**config.mk**
```make
export PLATFORM = sky130hd
export DESIGN_NAME = tilemap_scheduler_flat
export DESIGN_NICKNAME = d
export VERILOG_FILES = /design/src/rtl/tile_pkg.sv /design/src/rtl/tilemap_scheduler_if.sv /design/src/rtl/tile_cursor.sv /design/src/rtl/tilemap_scheduler.sv /design/src/flat_wrapper.sv
export SDC_FILE = /design/constraint.sdc
export NUM_CORES = 1
export LEC_CHECK = 0
export BUFFER_PORTS_ARGS = -buffer_cell sky130_fd_sc_hd__buf_2
export CAP_MARGIN = 20
export CELL_PAD_IN_SITES_DETAIL_PLACEMENT = 2
export CELL_PAD_IN_SITES_GLOBAL_PLACEMENT = 2
export CORE_MARGIN = 3
export CORE_UTILIZATION = 30
export DETAILED_ROUTE_END_ITERATION = 10
export GPL_TIMING_DRIVEN = 0
export PLACE_DENSITY = 0.86
export SKIP_LAST_GASP = 1
export SYNTH_ARGS = -nofsm -noshare
export SYNTH_HDL_FRONTEND = slang
export SYNTH_SLANG_ARGS = --single-unit
```
**constraint.sdc**
```tcl
create_clock -name clk -period 5.05 [get_ports clk]
set_clock_uncertainty 0.2 [all_clocks]
set_input_delay 0.505 -clock clk [delete_from_list [all_inputs] [get_ports clk]]
set_output_delay 0.505 -clock clk [all_outputs]
set_load 0.1 [all_outputs]
```
**src/rtl/tile_pkg.sv**
```systemverilog
// rtl/tile_pkg.sv - shared tile map geometry, FSM encoding and ROM address helper
package tile_pkg;
   localparam int MAP_COLS    = 20;
   localparam int MAP_ROWS    = 15;
   localparam int TILE_PX     = 8;
   localparam int TILE_BYTES  = 192;
   localparam int NUM_TILES   = 21;
   localparam int EMPTY_TILE  = 31;
   localparam int ACK_TIMEOUT = 8;

   typedef enum logic [3:0] {
      S_IDLE, S_FETCH, S_READ_WAIT, S_LATCH, S_ISSUE,
      S_WAIT_ACTIVE, S_WAIT_DONE, S_ADVANCE, S_FINISH
   } state_t;

   // 192 bytes per tile, built from two shifts instead of a multiplier
   function automatic logic [11:0] tile_rom_addr(input logic [4:0] idx);
      logic [11:0] w_idx;
      w_idx = {7'd0, idx};
      return (w_idx << 7) + (w_idx << 6);
   endfunction
endpackage

```
**src/rtl/tilemap_scheduler_if.sv**
```systemverilog
// rtl/tilemap_scheduler_if.sv - control, map RAM and drawer signals of the tile map scheduler
interface tilemap_scheduler_if;
   logic        start;
   logic        tile_req;
   logic [4:0]  tile_req_col;
   logic [3:0]  tile_req_row;
   logic        tile_req_ack;
   logic [8:0]  map_addr;
   logic [7:0]  map_rdata;
   logic        drawer_draw;
   logic        drawer_active;
   logic [11:0] tile_address;
   logic [7:0]  x_pos;
   logic [7:0]  y_pos;
   logic        busy;
   logic        done;
   logic        error;

   modport master (
      input  start, tile_req, tile_req_col, tile_req_row, map_rdata, drawer_active,
      output tile_req_ack, map_addr, drawer_draw, tile_address, x_pos, y_pos, busy, done, error
   );
   modport slave (
      output start, tile_req, tile_req_col, tile_req_row, map_rdata, drawer_active,
      input  tile_req_ack, map_addr, drawer_draw, tile_address, x_pos, y_pos, busy, done, error
   );
endinterface

```
**src/rtl/tile_cursor.sv**
```systemverilog
// rtl/tile_cursor.sv - col/row cursor with load, advance and wrap
// o_map_addr reflects the position after this cycle's load/advance so the top can register it.
module tile_cursor #(
   parameter int COLS = tile_pkg::MAP_COLS,
   parameter int ROWS = tile_pkg::MAP_ROWS
) (
   input  logic       clk,
   input  logic       reset,
   input  logic       i_load,
   input  logic [4:0] i_col,
   input  logic [3:0] i_row,
   input  logic       i_advance,
   output logic [4:0] o_col,
   output logic [3:0] o_row,
   output logic       o_last,
   output logic [8:0] o_map_addr
);
   logic [4:0] r_col;
   logic [3:0] r_row;
   logic [4:0] w_col_nxt;
   logic [3:0] w_row_nxt;

   always_comb begin
      w_col_nxt = r_col;
      w_row_nxt = r_row;
      if (i_load) begin
         w_col_nxt = i_col;
         w_row_nxt = i_row;
      end else if (i_advance) begin
         if (r_col == 5'(COLS - 1)) begin
            w_col_nxt = 5'd0;
            w_row_nxt = r_row + 4'd1;
         end else begin
            w_col_nxt = r_col + 5'd1;
         end
      end
   end

   always_ff @(posedge clk) begin
      if (reset) begin
         r_col <= 5'd0;
         r_row <= 4'd0;
      end else begin
         r_col <= w_col_nxt;
         r_row <= w_row_nxt;
      end
   end

   assign o_col      = r_col;
   assign o_row      = r_row;
   assign o_last     = (r_col == 5'(COLS - 1)) && (r_row == 4'(ROWS - 1));
   assign o_map_addr = ({5'd0, w_row_nxt} * 9'(COLS)) + {4'd0, w_col_nxt};
endmodule

```
**src/rtl/tilemap_scheduler.sv**
```systemverilog
// rtl/tilemap_scheduler.sv - walks the tile map (or one cell) and hands each tile to the drawer
module tilemap_scheduler #(
   parameter int MAP_COLS    = tile_pkg::MAP_COLS,
   parameter int MAP_ROWS    = tile_pkg::MAP_ROWS,
   parameter int TILE_PX     = tile_pkg::TILE_PX,
   parameter int NUM_TILES   = tile_pkg::NUM_TILES,
   parameter int EMPTY_TILE  = tile_pkg::EMPTY_TILE,
   parameter int ACK_TIMEOUT = tile_pkg::ACK_TIMEOUT
) (
   input  logic         clk,
   input  logic         reset,
   tilemap_scheduler_if.master bus
);
   import tile_pkg::*;

   state_t      r_state;
   logic        r_single, r_draw, r_ack, r_done, r_error;
   logic [8:0]  r_map_addr;
   logic [11:0] r_tile_addr;
   logic [7:0]  r_x, r_y;
   logic [3:0]  r_tmo;

   logic        w_req_ok, w_load, w_advance, w_last;
   logic [4:0]  w_load_col, w_col, w_idx;
   logic [3:0]  w_load_row, w_row;
   logic [8:0]  w_map_addr;
   logic        w_unused_rdata;

   assign w_req_ok   = bus.tile_req && (bus.tile_req_col < 5'(MAP_COLS)) &&
                       (bus.tile_req_row < 4'(MAP_ROWS));
   assign w_load     = (r_state == S_IDLE) && (bus.start || w_req_ok);
   assign w_load_col = bus.start ? 5'd0 : bus.tile_req_col;
   assign w_load_row = bus.start ? 4'd0 : bus.tile_req_row;
   assign w_advance  = (r_state == S_ADVANCE) && !r_single && !w_last;
   assign w_idx      = (bus.map_rdata[4:0] >= 5'(NUM_TILES)) ? 5'd0 : bus.map_rdata[4:0];
   assign w_unused_rdata = ^bus.map_rdata[7:5];

   tile_cursor #(.COLS(MAP_COLS), .ROWS(MAP_ROWS)) u_cursor (
      .clk        (clk),
      .reset      (reset),
      .i_load     (w_load),
      .i_col      (w_load_col),
      .i_row      (w_load_row),
      .i_advance  (w_advance),
      .o_col      (w_col),
      .o_row      (w_row),
      .o_last     (w_last),
      .o_map_addr (w_map_addr)
   );

   always_ff @(posedge clk) begin
      if (reset) begin
         r_state     <= S_IDLE;
         r_single    <= 1'b0;
         r_draw      <= 1'b0;
         r_ack       <= 1'b0;
         r_done      <= 1'b0;
         r_error     <= 1'b0;
         r_map_addr  <= 9'd0;
         r_tile_addr <= 12'd0;
         r_x         <= 8'd0;
         r_y         <= 8'd0;
         r_tmo       <= 4'd0;
      end else begin
         r_draw     <= 1'b0;
         r_ack      <= 1'b0;
         r_done     <= 1'b0;
         r_map_addr <= w_map_addr;
         case (r_state)
            S_IDLE: begin
               if (bus.start) begin
                  r_single <= 1'b0;
                  r_error  <= 1'b0;
                  r_state  <= S_FETCH;
               end else if (w_req_ok) begin
                  r_single <= 1'b1;
                  r_ack    <= 1'b1;
                  r_state  <= S_FETCH;
               end
            end
            S_FETCH:     r_state <= S_READ_WAIT;
            S_READ_WAIT: r_state <= S_LATCH;
            S_LATCH: begin
               if (bus.map_rdata[4:0] == 5'(EMPTY_TILE)) begin
                  r_state <= S_ADVANCE;
               end else begin
                  r_tile_addr <= tile_rom_addr(w_idx);
                  r_x         <= {3'd0, w_col} * 8'(TILE_PX);
                  r_y         <= {4'd0, w_row} * 8'(TILE_PX);
                  r_draw      <= 1'b1;
                  r_state     <= S_ISSUE;
               end
            end
            S_ISSUE: begin
               r_tmo   <= 4'd0;
               r_state <= S_WAIT_ACTIVE;
            end
            S_WAIT_ACTIVE: begin
               if (bus.drawer_active) begin
                  r_state <= S_WAIT_DONE;
               end else if (r_tmo == 4'(ACK_TIMEOUT - 1)) begin
                  r_error <= 1'b1;
                  r_state <= S_ADVANCE;
               end else begin
                  r_tmo <= r_tmo + 4'd1;
               end
            end
            S_WAIT_DONE: if (!bus.drawer_active) r_state <= S_ADVANCE;
            S_ADVANCE: begin
               if (r_single || w_last) begin
                  r_done  <= 1'b1;
                  r_state <= S_FINISH;
               end else begin
                  r_state <= S_FETCH;
               end
            end
            S_FINISH: r_state <= S_IDLE;
            default:  r_state <= S_IDLE;
         endcase
      end
   end

   assign bus.tile_req_ack = r_ack;
   assign bus.map_addr     = r_map_addr;
   assign bus.drawer_draw  = r_draw;
   assign bus.tile_address = r_tile_addr;
   assign bus.x_pos        = r_x;
   assign bus.y_pos        = r_y;
   assign bus.busy         = (r_state != S_IDLE);
   assign bus.done         = r_done;
   assign bus.error        = r_error;
endmodule
```
**src/flat_wrapper.sv**
```systemverilog
// flat-port wrapper written by rule: the top's interface ports become plain ports
module tilemap_scheduler_flat import tile_pkg::*;
#(
   parameter int MAP_COLS    = tile_pkg::MAP_COLS,
   parameter int MAP_ROWS    = tile_pkg::MAP_ROWS,
   parameter int TILE_PX     = tile_pkg::TILE_PX,
   parameter int NUM_TILES   = tile_pkg::NUM_TILES,
   parameter int EMPTY_TILE  = tile_pkg::EMPTY_TILE,
   parameter int ACK_TIMEOUT = tile_pkg::ACK_TIMEOUT
)
  (clk, reset, bus_start, bus_tile_req, bus_tile_req_col, bus_tile_req_row, bus_map_rdata, bus_drawer_active, bus_tile_req_ack, bus_map_addr, bus_drawer_draw, bus_tile_address, bus_x_pos, bus_y_pos, bus_busy, bus_done, bus_error);
  tilemap_scheduler_if bus_i ();
  input  logic clk;
  input  logic reset;
  input wire logic [$bits(bus_i.start)-1:0] bus_start;
  input wire logic [$bits(bus_i.tile_req)-1:0] bus_tile_req;
  input wire logic [$bits(bus_i.tile_req_col)-1:0] bus_tile_req_col;
  input wire logic [$bits(bus_i.tile_req_row)-1:0] bus_tile_req_row;
  input wire logic [$bits(bus_i.map_rdata)-1:0] bus_map_rdata;
  input wire logic [$bits(bus_i.drawer_active)-1:0] bus_drawer_active;
  output wire logic [$bits(bus_i.tile_req_ack)-1:0] bus_tile_req_ack;
  output wire logic [$bits(bus_i.map_addr)-1:0] bus_map_addr;
  output wire logic [$bits(bus_i.drawer_draw)-1:0] bus_drawer_draw;
  output wire logic [$bits(bus_i.tile_address)-1:0] bus_tile_address;
  output wire logic [$bits(bus_i.x_pos)-1:0] bus_x_pos;
  output wire logic [$bits(bus_i.y_pos)-1:0] bus_y_pos;
  output wire logic [$bits(bus_i.busy)-1:0] bus_busy;
  output wire logic [$bits(bus_i.done)-1:0] bus_done;
  output wire logic [$bits(bus_i.error)-1:0] bus_error;
  assign bus_i.start = bus_start;
  assign bus_i.tile_req = bus_tile_req;
  assign bus_i.tile_req_col = bus_tile_req_col;
  assign bus_i.tile_req_row = bus_tile_req_row;
  assign bus_i.map_rdata = bus_map_rdata;
  assign bus_i.drawer_active = bus_drawer_active;
  assign bus_tile_req_ack = bus_i.tile_req_ack;
  assign bus_map_addr = bus_i.map_addr;
  assign bus_drawer_draw = bus_i.drawer_draw;
  assign bus_tile_address = bus_i.tile_address;
  assign bus_x_pos = bus_i.x_pos;
  assign bus_y_pos = bus_i.y_pos;
  assign bus_busy = bus_i.busy;
  assign bus_done = bus_i.done;
  assign bus_error = bus_i.error;
  tilemap_scheduler #(.MAP_COLS(MAP_COLS), .MAP_ROWS(MAP_ROWS), .TILE_PX(TILE_PX), .NUM_TILES(NUM_TILES), .EMPTY_TILE(EMPTY_TILE), .ACK_TIMEOUT(ACK_TIMEOUT)) u_core (.clk(clk), .reset(reset), .bus(bus_i));
endmodule
```
==> flow_summary.toml, run 1 <==
[global_routing]
grt_pass1_wl_microns = 11900
largest_net_degree_at_the_start_of_global_routing = 13
grt_use_total = 0.150
grt_antenna_before_repair = 0
grt_ovf = 0
grt_pass1_vias = 2444

[power_and_ir_drop]
leakage_nw = 1.49
report.power.total_uw = 854
power.ir.vdd_worst_v = 0.000114
power_density_nw_per_um2 = 278

[worst_setup_path]
reg2reg_depth = 15
reg2reg_to = "u_core.bus.map_addr[7]"
critical_path.max_fanout = 6
cp_top_family = "adder cells"
worst_setup_sp_type = "flip-flop"
crit_arrival_ps = 3910
critPathBufInv = 2
cpMaxStageDelayCell = "dfxtp_1"
regToRegStartpoint = "u_core.u_cursor.o_col[0]"
critical-path-max-stage-delay_ps = 450
criticalPathCategory = "flip-flop to flip-flop"
timing.reg2reg.setup_slack_ps = 1100
end_kind = "flip-flop"
critical_path_required_ps = 5020
path_cells = "ha_1, nand4bb_1, nor4_4, nand2_1, xnor2_1, a22oi_1, inv_1, ha_1, ha_1, inv_1, fa_1, nor3b_1, xnor2_1, xnor2_1, nor2_1"

[placement]
finalWeightedCongestion = 0.791
placement.io_buffers = 46
dpl-instance-area_sq_um = 2980
hpwlAfterDp_microns = 5580
placed_cells = 450

[timing]
fmax_ghz = 0.253
final_min_period_over_clock_period = 0.782
maxSlewViolCount = 0
setup_tns_ps = 0
final-hold-violation-count = 0
rsz_0062_raised_after_global_routing = "false"
timing.max_slew.rel_slack = 0.584
report.final.setup_viol = 0
transition_at_the_pin_with_the_smallest_max_transition_slack_ps = 623
final_period_demand_of_the_worst_path_ps = 3950

[die]
die_w_microns = 98.7
floorplan.initialDensity = 0.311
core_region_area_sq_um = 8300
top_level_pins = 64
die_outline_area_sq_um = 9740
row_count = 33
die_height_microns = 98.7

[clocking]
ctsResizeCount = 0
htree_levels = 2
clk_path_buf_depth = 2
cts.clk_slew.worst_paths_ps = 80
cts_hold_repair.buffers = 0
cts-buffers-inserted = 5
post-cts-setup-buffer-count = 0
worst_skew_pair.late_latency_ps = 300
cts_root_buffer = "clkbuf_8"
clock_sinks = 44
tritoncts = "yes"

[synthesis]
synth_top_cell_by_area = "dfxtp_1"
ys_seq_area_frac = 0.342
synth_largest_type_area_fraction = 0.342
netlist_top_cells_count = "nor2_1, dfxtp_1, buf_4, a21oi_1, mux2i_1"
edff_count_synth = 0
asyncSetResetFlopFracSynth = 0
synth-seq-cells = 44
synth_cell_types = 59
yosysMostFrequentCell = "nor2_1"
synth_top_cells_by_area = "dfxtp_1, ha_1, nor2_1"
postSynth.topFlopCell = "dfxtp_1"
synthesis.instances = 287
ys_warn_count = 0
post_synth_instance_area_sq_um = 2580
syn_avg_cell_area_sq_um = 8.98

[drt]
drtAntennaViolNets = 0
drt-total-wl_microns = 7130
detail_route.first_pass.iterations = 4
vias = 2247
wire_per_inst_microns = 15.6
post_drt_via_cell_ratio = 4.91
count_of_unresolved_drc_violations_after_routing = 0
drt_initial_violations = 65

[cells_and_area]
area_delta_synth_final_pct = 19.3
antenna_cells = 0
fillers = 958
stdcell_count = 458
num-nets-final = 391
area.sequential_sq_um = 881
final_area_sq_um = 3070
multi_input_area_sq_um = 1510
final_util = 0.370
final_layout_size_suffix_gt1_frac = 0.255

[run_status]
outcome = "complete, no violations"

[worst_hold_path]
whs_path_depth = 3
worst_hold_path_type = "input pin to flip-flop"
holdPathEnd = "u_core.u_cursor.o_col[0]"
hold_path_startpoint = "bus_tile_req_col[0]"

[run]
cap_viol_max_count = 0
## per-stage QoR
step / hold slack (ps) / worst slack (ps)
after floorplan: 272 / 1320
final: 257 / 1100
after global placement: 269 / 1150
after CTS: 252 / 1040
after detailed placement: 281 / 1090
after global routing: 286 / 723
## cells in the final DEF (no fill, tap or decap), drive strengths merged, types with 2 or more instances in the layout
cell type,synthesis,final
a31oi,2,2
inv,13,13
nand3,6,6
nor4,4,4
and2,9,9
mux2i,15,15
nor3,5,5
a22oi,4,4
xor2,4,4
fa,3,3
buf,21,67
nand4,4,4
nor2,46,46
clkbuf,4,12
o31ai,2,2
nand2b,2,2
and3b,2,2
a21oi,15,15
nand2,12,12
o21ai,10,10
nand3b,2,2
a21o,4,4
conb,1,13
dfxtp,44,44
ha,14,14
o21a,3,3
xnor2,8,8
and3,2,2
a32oi,3,3
nor2b,7,7
## kinds of logic after synthesis
logic type | synth area share
compound gates | 0.146
xor+xnor | 0.0408
fa+ha+maj | 0.0913
buf+inv | 0.0893
flops | 0.342
mux | 0.0583
other cells | 0.00145
simple gates | 0.232
## worst reg2reg max path, stage by stage, from the launching register on
cell	delay (ps)
dfxtp_1	450
ha_1	290
nand4bb_1	260
nor4_4	300
nand2_1	120
xnor2_1	130
a22oi_1	350
inv_1	130
ha_1	230
ha_1	200
inv_1	80
fa_1	450
nor3b_1	270
xnor2_1	170
xnor2_1	140
nor2_1	60
## power breakdown
group	internal, mW	switching (mW)
logic	0.0665	0.185
registers	0.358	0.00924
clock network	0.112	0.124
total	0.536	0.318
## worst max path at each step
stage          slack (ps)                      from  depth (start not counted)                endpoint
6_report             1100  u_core.u_cursor.o_col[0]                         15  u_core.bus.map_addr[7]
5_1_grt               720  u_core.u_cursor.o_col[1]                         15  u_core.bus.map_addr[7]
4_1_cts              1040  u_core.u_cursor.o_col[0]                         15  u_core.bus.map_addr[7]
3_5_place_dp         1090  u_core.u_cursor.o_col[0]                         15  u_core.bus.map_addr[7]
3_3_place_gp         1150  u_core.u_cursor.o_col[0]                         15  u_core.bus.map_addr[7]
2_1_floorplan        1320         u_core.r_state[1]                         14  u_core.bus.map_addr[7]
## cell type report
cell class / instances / area share
Sequential cell: 44 / 0.287
Multi-Input combinational cell: 217 / 0.492
Timing Repair Buffer: 46 / 0.0749
Buffer: 25 / 0.0590
Clock buffer: 8 / 0.0293
Tap cell: 105 / 0.0427
Inverter: 13 / 0.0159
## flip-flops by register name (all words and copies together) (netlist names)
name,count
u_core.bus.done,1
u_core.bus.drawer_draw,1
u_core.bus.error,1
u_core.bus.map_addr,7
u_core.bus.tile_address,6
u_core.bus.tile_req_ack,1
u_core.bus.x_pos,5
u_core.bus.y_pos,4
u_core.r_single,1
u_core.r_state,4
u_core.r_tmo,4
u_core.u_cursor.o_col,5
u_core.u_cursor.o_row,4
## layer usage
| layer | track usage | wire length, microns | vias to the layer above |
|---|---|---|---|
| met4 | 0.0431 | 85 | 0 |
| met3 | 0.0269 | 209 | 9 |
| met2 | 0.283 | 3810 | 40 |
| met1 | 0.173 | 3030 | 1098 |
| met5 | 0 | 0 | - |
| li1 | - | - | 1100 |
Power figures use the tool's default switching activity.
==> run 2, diff against run 1 <==
Clock period 5.05 ns to 3.8 ns, I/O delays scaled along.
==> flow_summary.toml, run 2 (synthesis results as in run 1) <==
[run_status]
outcome = "complete, no violations"

[global_routing]
grt_use_total = 0.152
grt_pass1_wl_microns = 11900
grt_pass1_vias = 2462
grt_antenna_before_repair = 0
grt_ovf = 0
largest_net_degree_at_the_start_of_global_routing = 13

[cells_and_area]
largest_register_ffs = 7
num-nets-final = 397
fillers = 951
final_layout_size_suffix_gt1_frac = 0.295
multi_input_area_sq_um = 1560
mostFrequentLayoutCell = "buf_2"
area.sequential_sq_um = 885
final_util = 0.382
area_delta_synth_final_pct = 23.1
stdcell_count = 464
antenna_cells = 0
mostFrequentLayoutCells = "buf_2, nor2_1, dfxtp_1, buf_4, mux2i_1"

[worst_setup_path]
criticalPathCategory = "flip-flop to flip-flop"
critPathBufInv = 3
cp_top_family = "adder cells"
worst_setup_sp_type = "flip-flop"
path_cells = "inv_1, ha_1, and3_1, nor4_4, nand2_1, xnor2_1, a22oi_2, inv_1, ha_1, ha_1, inv_1, fa_1, nor3b_2, xnor2_1, xnor2_1, nor2_1"
critical_path.max_fanout = 4
cpMaxStageDelayCell = "fa_1"
crit_arrival_ps = 3560
critical_path_required_ps = 3770
end_kind = "flip-flop"
critical-path-max-stage-delay_ps = 470

[timing]
final_period_demand_of_the_worst_path_ps = 3590
final_min_period_over_clock_period = 0.945
transition_at_the_pin_with_the_smallest_max_transition_slack_ps = 624
timing.final.ws_setup_ps = 209
fmax_ghz = 0.278
final-hold-violation-count = 0
holdWs_ps = 128
rsz_0062_raised_after_global_routing = "true"
timing.max_slew.rel_slack = 0.584
report.final.setup_viol = 0
maxSlewViolCount = 0

[run]
cap_viol_max_count = 0

[die]
die_outline_area_sq_um = 9740
top_level_pins = 64
core_region_area_sq_um = 8300
floorplan.initialDensity = 0.311
die_w_microns = 98.7
die_height_microns = 98.7
row_count = 33

[power_and_ir_drop]
leakage_nw = 1.52
report.power.total_mw = 1.15
power.ir.vdd_worst_v = 0.000156
power_density_nw_per_um2 = 361

[placement]
detailedPlace.worstSlack_ps = -160
hpwlAfterDp_microns = 5580
placement.io_buffers = 46
finalWeightedCongestion = 0.791
placed_cells = 450

[clocking]
cts_root_buffer = "clkbuf_8"
worst_skew_pair.late_latency_ps = 300
htree_levels = 2
tritoncts = "yes"
cts.clk_slew.worst_paths_ps = 80
clk_path_buf_depth = 2
cts-buffers-inserted = 5
clock_sinks = 44
cts_hold_repair.buffers = 0

[worst_hold_path]
worst_hold_path_type = "input pin to flip-flop"

[drt]
drt_initial_violations = 69
vias = 2278
drt-total-wl_microns = 7470
wire_per_inst_microns = 16.1
detail_route.first_pass.iterations = 4
count_of_unresolved_drc_violations_after_routing = 0
post_drt_via_cell_ratio = 4.91
drtAntennaViolNets = 0
-- run 2: layout make-up --
type,count,share of cell area
Inverter,13,0.0154
Timing Repair Buffer,52,0.0868
Sequential cell,44,0.279
Tap cell,105,0.0414
Clock buffer,8,0.0284
Buffer,25,0.0572
Multi-Input combinational cell,217,0.492
-- run 2: final timing paths --
path / depth (start not counted) / endpoint / from / slack [ps]
setup reg to reg: 16 / u_core.bus.map_addr[7] / u_core.u_cursor.o_row[0] / 210
setup / recovery: 16 / u_core.bus.map_addr[7] / u_core.u_cursor.o_row[0] / 210
hold reg to reg: 2 / u_core.bus.tile_address[10] / u_core.bus.tile_address[10] / 290
hold / removal: 3 / u_core.u_cursor.o_col[0] / bus_tile_req_col[0] / 130
-- run 2: metal layers --
layer,vias up,share of wire,GRT usage
met5,-,0,0
met4,0,0.014,0.0494
met3,10,0.026,0.0269
met2,41,0.54,0.287
met1,1115,0.42,0.171
li1,1112,-,-
-- run 2: where the power goes --
part           internal [mW]  leakage (nW)  switching [mW]
clock network          0.149        0.0455           0.165
logic                 0.0925          1.11           0.250
registers              0.476         0.357          0.0130
total                  0.718          1.52           0.428
-- run 2: repair_timing --
action,CTS,global route
buffers inserted,1,5
pin swaps,1,2
gates resized for setup,4,9
setup endpoints to repair,2,3
-- run 2: metrics by stage --
stage               TNS [ps]  area [sq um]
detailed placement      -266          2980
floorplan                  0          2620
finish                     0          3170
global placement        -102          2980
CTS                        0          3110
global route           -63.7          3170
-- run 2: worst min-delay path, stage by stage --
cell and delay [ps]:
buf_2 90, a21oi_1 50, nor2_1 80
